**src/rtl/counter_pkg.sv**
```systemverilog
// Shared types and helpers for the modulo counter family.
package counter_pkg;

  localparam int BCD_DIGIT_W = 4;

  // Behaviour at the range ends: roll over, or stick at the end value.
  typedef enum logic {
    WRAP     = 1'b0,
    SATURATE = 1'b1
  } count_mode_e;

  // Decimal digits needed to show the largest count (modulus-1).
  // The loop bound covers any 32-bit modulus.
  function automatic int bcd_digits_needed(input int modulus);
    int v;
    int n;
    v = modulus - 1;
    n = 1;
    for (int i = 0; i < 10; i++) begin
      if (v >= 10) begin
        v = v / 10;
        n = n + 1;
      end
    end
    return n;
  endfunction

endpackage

```
**src/rtl/bin_to_bcd.sv**
```systemverilog
// Combinational binary to packed BCD converter (double-dabble / shift-add-3).
// Digit 0 lands in bcd[3:0]; digits above the value's magnitude read 0.
module bin_to_bcd
  import counter_pkg::*;
#(
  parameter int WIDTH  = 7,
  parameter int DIGITS = 3
) (
  input  logic [WIDTH-1:0]              bin,
  output logic [BCD_DIGIT_W*DIGITS-1:0] bcd
);

  localparam int BW = BCD_DIGIT_W * DIGITS;

  logic [BW-1:0] acc;

  // Shift the binary in MSB first, adjusting each digit >= 5 before each shift.
  always_comb begin
    acc = '0;
    for (int i = WIDTH - 1; i >= 0; i--) begin
      for (int d = 0; d < DIGITS; d++) begin
        if (acc[d*BCD_DIGIT_W +: BCD_DIGIT_W] >= 4'd5)
          acc[d*BCD_DIGIT_W +: BCD_DIGIT_W] = acc[d*BCD_DIGIT_W +: BCD_DIGIT_W] + 4'd3;
      end
      acc = {acc[BW-2:0], bin[i]};
    end
  end

  assign bcd = acc;

endmodule

```
**src/rtl/mod_counter.sv**
```systemverilog
// Parametrised modulo-N up/down counter with clear, clamped load, wrap or
// saturate at the range ends, a combinational terminal count for cascading,
// a registered wrap pulse and a packed BCD view of the count.
module mod_counter #(
  parameter int WIDTH    = 7,
  parameter int MODULUS  = 100,
  parameter int SATURATE = 0,
  parameter int DIGITS   = 3
) (
  input  logic                  clk,
  input  logic                  reset_n,
  input  logic                  en,
  input  logic                  up,
  input  logic                  clear,
  input  logic                  load,
  input  logic [WIDTH-1:0]      load_val,
  output logic [WIDTH-1:0]      count,
  output logic                  tc,
  output logic                  wrap,
  output logic [4*DIGITS-1:0]   bcd
);

  import counter_pkg::*;

  // The local parameter SATURATE shadows the enum literal, so name it fully.
  localparam count_mode_e MODE = (SATURATE != 0) ? counter_pkg::SATURATE : WRAP;
  localparam logic [WIDTH-1:0] TOP = WIDTH'(MODULUS - 1);

  // Illegal parameter combinations stop elaboration.
  generate
    if (MODULUS < 2) begin : g_chk_mod_min
      $fatal(1, "mod_counter: MODULUS must be >= 2");
    end
    if (WIDTH < 1 || WIDTH > 31) begin : g_chk_width
      $fatal(1, "mod_counter: WIDTH must be in 1..31");
    end
    if (((MODULUS - 1) >> WIDTH) != 0) begin : g_chk_mod_fit
      $fatal(1, "mod_counter: MODULUS must be <= 2**WIDTH");
    end
    if (DIGITS < 1 || bcd_digits_needed(MODULUS) > DIGITS) begin : g_chk_digits
      $fatal(1, "mod_counter: DIGITS too small for MODULUS");
    end
    if (SATURATE != 0 && SATURATE != 1) begin : g_chk_sat
      $fatal(1, "mod_counter: SATURATE must be 0 or 1");
    end
  endgenerate

  logic             at_top;
  logic             at_bottom;
  logic [WIDTH-1:0] count_nxt;
  logic             wrap_nxt;

  // >= rather than == so an out-of-range count recovers on the next up step.
  assign at_top    = (count >= TOP);
  assign at_bottom = (count == '0);

  // Combinational so a following stage can use it as its enable this cycle.
  assign tc = en & ((up & at_top) | (~up & at_bottom));

  // Next count and wrap flag: clear > load > en > hold.
  always_comb begin
    count_nxt = count;
    wrap_nxt  = 1'b0;
    if (clear) begin
      count_nxt = '0;
    end else if (load) begin
      count_nxt = (load_val > TOP) ? TOP : load_val;
    end else if (en) begin
      if (up) begin
        if (!at_top) begin
          count_nxt = count + 1'b1;
        end else if (MODE == WRAP) begin
          count_nxt = '0;
          wrap_nxt  = 1'b1;
        end
      end else begin
        if (!at_bottom) begin
          count_nxt = count - 1'b1;
        end else if (MODE == WRAP) begin
          count_nxt = TOP;
          wrap_nxt  = 1'b1;
        end
      end
    end
  end

  // Count register and wrap pulse flop; reset clears both immediately.
  always_ff @(posedge clk or negedge reset_n) begin
    if (!reset_n) begin
      count <= '0;
      wrap  <= 1'b0;
    end else begin
      count <= count_nxt;
      wrap  <= wrap_nxt;
    end
  end

  bin_to_bcd #(
    .WIDTH  (WIDTH),
    .DIGITS (DIGITS)
  ) u_bcd (
    .bin (count),
    .bcd (bcd)
  );

endmodule

```
**config.mk**
```make
export PLATFORM = sky130hd
export DESIGN_NAME = mod_counter
export DESIGN_NICKNAME = d
export VERILOG_FILES = /design/src/rtl/counter_pkg.sv /design/src/rtl/bin_to_bcd.sv /design/src/rtl/mod_counter.sv
export SDC_FILE = /design/constraint.sdc
export NUM_CORES = 1
export LEC_CHECK = 0
export ABC_CLOCK_PERIOD_IN_PS = 5500
export CORE_ASPECT_RATIO = 1.4
export CORE_MARGIN = 4
export CORE_UTILIZATION = 50
export CTS_CLUSTER_SIZE = 28
export DETAILED_ROUTE_END_ITERATION = 12
export GPL_ROUTABILITY_DRIVEN = 1
export HOLD_SLACK_MARGIN = 0.15
export PLACE_DENSITY = 0.79
export SETUP_SLACK_MARGIN = 0.2
export SLEW_MARGIN = 5
export SYNTH_ARGS = -nofsm -noshare
export SYNTH_HDL_FRONTEND = slang
export SYNTH_SLANG_ARGS = --single-unit
```
**constraint.sdc**
```tcl
create_clock -name clk -period 5.5 [get_ports clk]
set_input_delay 0.825 -clock clk [delete_from_list [all_inputs] [get_ports clk]]
set_output_delay 0.825 -clock clk [all_outputs]
set_load 0.01 [all_outputs]
```
# Word-level counts from Yosys, hierarchy flattened
# Cells that the tools add are included.
# totals
regBits,8
inputBits,13
word_cells,41
# classes
addsub,7
magnitude_cmp,7
n_mux,18
bitwise,5
reduce_logical,2
# ops
op,n
2-to-1 mux 7 bit,7
2-to-1 mux 4 bit,5
adder 4 x 2 -> 4 bit (second input constant),3
greater-or-equal comparator 4 x 3 -> 1 bit (second input constant),3
adder 3 x 2 -> 4 bit (second input constant),2
adder 7 x 1 -> 7 bit (second input constant),1
greater-or-equal comparator 7 bit (second input constant),1
> comparator 7 bit (second input constant),1
zero test 7 bit,1
subtractor 7 x 1 -> 7 bit (second input constant),1
greater-or-equal comparator 3 bit (second input constant),2
2-to-1 mux 1 bit,6
bitwise AND 1 bit,3
nonzero test 3 bit,1
inverter 1 bit,1
bitwise OR 1 bit,1

# Logic depth before layout (Yosys ltp)
# Gate-level depths: netlist (run 1).
# logic_depth
word_depth,8
ltp_mapped,18
ltp_nobuf,17

# By module
# Synthesis (run 1) repeated with hierarchy kept, for this count alone.
# unflattened
hier_cells,172
area_unflattened_um2,1348.8
# modules_own_cells
module,n_inst,cells_per_inst,area_per_inst_um2,seq_area_each_um2
mod_counter,1,86,716.9,200.2
bin_to_bcd,1,86,631.9,0.0

# Least setup slack after synthesis (run 1)
# Ideal clock, no wire load.
# synth_path
kind,flip-flop to output port
startpoint,register count[5]
endpoint,output bcd[5]
arrival_ns,3.498
t_required_ns,4.675
path_slack_ns,1.177
stages_incl_launch_ff,19
path_buffers,1
cell_sequence,dfrtp_1 -> buf_2 -> inv_1 -> ha_1 -> o21ai_0 -> mux2_2 -> ha_1 -> nand2b_1 -> o2111ai_2 -> a221oi_4 -> inv_1 -> ha_1 -> nand2b_1 -> nand2_1 -> mux2i_4 -> ha_1 -> nor2_1 -> nor3_1 -> a21o_1
# synth_via
elab_chain_cells,8
# synth_rtl
item,line,source
start: declaration,mod_counter.sv:17,"output logic [WIDTH-1:0] count,"
start signal: assignment,mod_counter.sv:93,count <= count_nxt;
adder 3 x 2 -> 4 bit or greater-or-equal comparator 3 bit (tied branches),"bin_to_bcd.sv:23, bin_to_bcd.sv:22",
2-to-1 mux 4 bit (*),bin_to_bcd.sv:22,if (acc[d*BCD_DIGIT_W +: BCD_DIGIT_W] >= 4'd5)
adder 4 x 2 -> 4 bit or greater-or-equal comparator 4 x 3 -> 1 bit (tied branches),"bin_to_bcd.sv:23, bin_to_bcd.sv:22",
2-to-1 mux 4 bit,bin_to_bcd.sv:22,
adder 4 x 2 -> 4 bit or greater-or-equal comparator 4 x 3 -> 1 bit (tied branches),"bin_to_bcd.sv:23, bin_to_bcd.sv:22",
2-to-1 mux 4 bit,bin_to_bcd.sv:22,
adder 3 x 2 -> 4 bit or greater-or-equal comparator 3 bit (tied branches),"bin_to_bcd.sv:23, bin_to_bcd.sv:22",
2-to-1 mux 4 bit (*),bin_to_bcd.sv:22,
end: declaration,mod_counter.sv:20,output logic [4*DIGITS-1:0] bcd
# Mark *: on every way between the ends. The rest lies on a longest branch, timed or not.

# Worst setup path after layout (run 1)
# Ends and elaborated chain as after synthesis.

==> results.md, run 1 <==
* Bufs on Longest Clock Path at 2
* Crit path buf inv count at 3
* Total detailed-routing wirelength at ~4.1 mm
* Largest stage delay on the critical path at 540 ps
* Arrival time reported for the critical path endpoint at 4350 ps
* Clock tree from TritonCTS: done
* Die Outline Area at around 3800 µm²
* Worst-case clock skew at 10.74 ps
* Clock insertion delay at the later pin of the skew report at between 200 and 300 ps
* Total number of yosys warnings at 0
* Worst hold-check slack at slightly above 700 ps
* Area used by sequential logic in the layout at 202.7 µm²
* Tightest Hold Check Type: reg2reg
* CP max stage cell: clkdlybuf4s50_1
* Final Hold Viols at 0
* Endpoint required time on the critical path at ~4700 ps
* Sequential cell fraction of total power at 18.7%
* Leakage power figure at 0.6851 nW
* GRT overflow at 0
* Clock network fraction of design power at between 10% and 20%
* Overall power of the completed layout at 0.4352 mW
* Run status: finished, final reports clean
* R2r startpoint: count[2]
* Core Region at 2670 µm²
* Path depth of the worst reg2reg path at 6
* First DRT Iteration DRCs at 49
* I/O pin cnt at 34
* Most frequent cells in the layout: clkdlybuf4s50_1 (30), nand2_1 (18), nor2_1 (15)
* Share of synthesized flip-flops with an asynchronous set or reset at between 90% and 100%
* Portion of total power attributed to combinational logic at a little over two thirds
* Initial Util at a little over half
* Leading post-synthesis cells by cell area: dfrtp_1 (14%), ha_1 (11%), nand2_1 (4.8%)
* ANT nets after route at 0
* Number of instances in the synthesized netlist at around 180
* Ratio of final minimum period to clock period at ~94%
* Pin count of the biggest net entering global routing at 18
* Total standard cell area after synthesis at 1418 µm²
* Antenna violations before repair at 0
* Worst path top cell family by delay: simple AND/OR/NAND/NOR gates
* CP Launch Type: flip-flop
* Final setup violation count at 0
* Synth unique cells at 64
* Max_cap viols at 0
* Net Sw Frac at about 44%
* Synth-to-layout area growth at 27.89%
* Count of flip-flops with a built-in enable after synthesis at 0
* # H-tree levels at 1
* Final-layout setup total negative slack at 0 ps
* ANT cells at 0
* RD Place Congestion at roughly 0.85
* Cell depth of the worst setup path at 18
* Total iterations of the first detailed-routing run at 4
* Final cell count without fillers at 250
* Flip-flop cell with the highest count after synthesis: dfrtp_1
* Critical-path cell list: inv_1 -> ha_2 -> o21ai_0 -> mux2_2 -> ha_1 -> nand2b_1 -> and2_1 -> a221oi_4 -> inv_1 -> ha_2 -> nand2b_4 -> nand2_1 -> mux2i_4 -> ha_1 -> nor2_1 -> nor3_1 -> a21o_1 -> clkdlybuf4s50_1
* CP Max Fanout at 9
* Final-stage net count at about 240
* Dpl cells at around 240
* Avg Synthesized Cell Area at about 7.7 µm²
* Critical path class: reg2out
* Min-Delay Startpoint: count[0]
* Clock-pin slew on the worst setup and hold paths at about 60 ps
* Sinks on Clock Net at 8
* Global-route wire length before repair at ~6.7 mm
* Mean routed wirelength per cell at between 15 and 20 µm
* Root Buffer Master: clkbuf_4
* Internal power at between 0.2 and 0.25 mW
* Final period demand of the worst path at 5173 ps
* Max-slew violation count at 0
* Share of cells above drive strength 1 at between 10% and 20%
* Achievable clock frequency at 193.3 MHz
* Worst hold path depth at 2
* Row count at 22
* Sequential fraction of the synthesis area at 14.12%
* Number of vias in the routed layout at 1598
* Worst R2R End: count[1]
* Filler Cells Inserted at between 200 and 250
* Switching component of the power at between 0.15 and 0.2 mW
* Port-buffer cells at 30
* Critical path endpoint category: output port
* Total of flip-flops plus latches after synthesis at 8
* Height of the die at around 70 µm
* Unrepaired setup endpoints after global routing: no
* Drt drc at 0
* R2r setup slk at roughly 3200 ps
* Post-detailed-placement half-perimeter wirelength at about 3 mm
* TritonCTS Buffers at 3
* IR Drop Worst-Case VDD at ~0.00018 V
* Via count of the first global-routing pass at ~1500
* Overall fraction of global-route tracks in use at about 22%
* Multi-input combinational cell area at about 1100 µm²
* Endpoint with the worst hold slack: count[0]
* PD cells at 240.1 nW/µm²
* Proportion of netlist area held by the largest area contributor at between 10% and 20%
* Via/cell ratio at 6.392
* Horiz. Die Dim at roughly 53 µm
* Top cell type by total area after synthesis: dfrtp_1
* Worst Tran Pin Value at around 800 ps
* Relative slew slack at a little under half
* Most frequent standard cell in the layout excluding fill and tap cells: clkdlybuf4s50_1
==> worst max-delay path by stage <==
stage	startpoint	end	slack, ps
2_1_floorplan	count[5]	bcd[5]	1180
3_3_place_gp	count[5]	bcd[5]	590
3_5_place_dp	count[5]	bcd[5]	270
4_1_cts	count[5]	bcd[5]	270
5_1_grt	count[5]	bcd[5]	90
6_report	count[5]	bcd[5]	330
==> sequential cells by signal (all words and copies together), names as in the netlist <==
name and flops:
count 7, wrap 1
==> what timing repair did <==
item / 4_1_cts / 5_1_grt
pin swaps: 1 / 0
hold buffers: 0 / 0
setup endpoints to repair: 4 / 4
buffers inserted: 1 / 7
resized for setup: 2 / 4
==> cell families after synthesis <==
family / synth area share [%]
simple gates: 24.54
compound gates: 36.19
other cells: 0.2645
xor+xnor: 3.089
flops: 14.12
mux: 3.883
buf+inv: 7.326
fa+ha+maj: 10.59
==> power by group through the flow <==
stage          combinational (mW)  clock, mW  sequential (mW)
2_1_floorplan               0.197          0           0.0738
3_3_place_gp                0.272          0           0.0814
3_5_place_dp                0.281          0           0.0822
4_1_cts                     0.290     0.0469           0.0815
5_1_grt                     0.336     0.0510           0.0828
6_report                    0.308     0.0457           0.0812
==> area by class of cell <==
cell class,count,share of cell area (%)
clock buffers,3,1.242
inverters,10,2.070
multi-input cells,155,63.15
well taps,36,2.484
repair buffers,38,19.88
flip-flops and latches,8,11.18
==> cell usage after synthesis, types with 3 or more instances <==
master,instances
nand3_1,5
buf_4,4
o31ai_1,3
dfrtp_1,8
inv_1,10
a211oi_1,3
o21ai_0,12
a21oi_1,5
ha_1,12
nand2b_1,3
o221ai_1,3
nor3_1,10
clkbuf_1,7
xnor2_1,5
nand2_1,18
a31oi_1,3
nor2_1,15
a221oi_1,3
==> through the flow <==
step | setup WS (ps) | utilization [%] | instance area (µm²)
6_report | 327.3 | 67.90 | 1813
5_1_grt | 94.19 | 67.90 | 1813
4_1_cts | 267.6 | 65.28 | 1743
3_5_place_dp | 270.4 | 63.82 | 1704
3_3_place_gp | 586.4 | 63.82 | 1704
2_1_floorplan | 1177 | - | 1425
==> worst register-to-register path: stages (launching register included) <==
cell and delay (ps):
dfrtp_1 590, a2111o_1 470, a32o_1 240, nand2_1 110, and2_1 310, a211oi_1 130, o41ai_1 340
==> routing by layer <==
metal	GRT usage, %	share of wire [%]
met1	26.93	39
met2	38.26	53
met3	1.053	4.4
met5	0	0
met4	11.36	3.2
(Power assumes the default switching activity.)
==> inputs of run 2 (changes only) <==
CTS_CLUSTER_DIAMETER = 80   (was unset)
==> results of run 2 <==
The final DEF is identical to that of run 1; final timing and power are the same.
==> inputs of run 3 (changes only) <==
HOLD_SLACK_MARGIN = 0.12   (was 0.15)
==> results of run 3 <==
The final DEF is identical to that of run 1; final timing and power are the same.
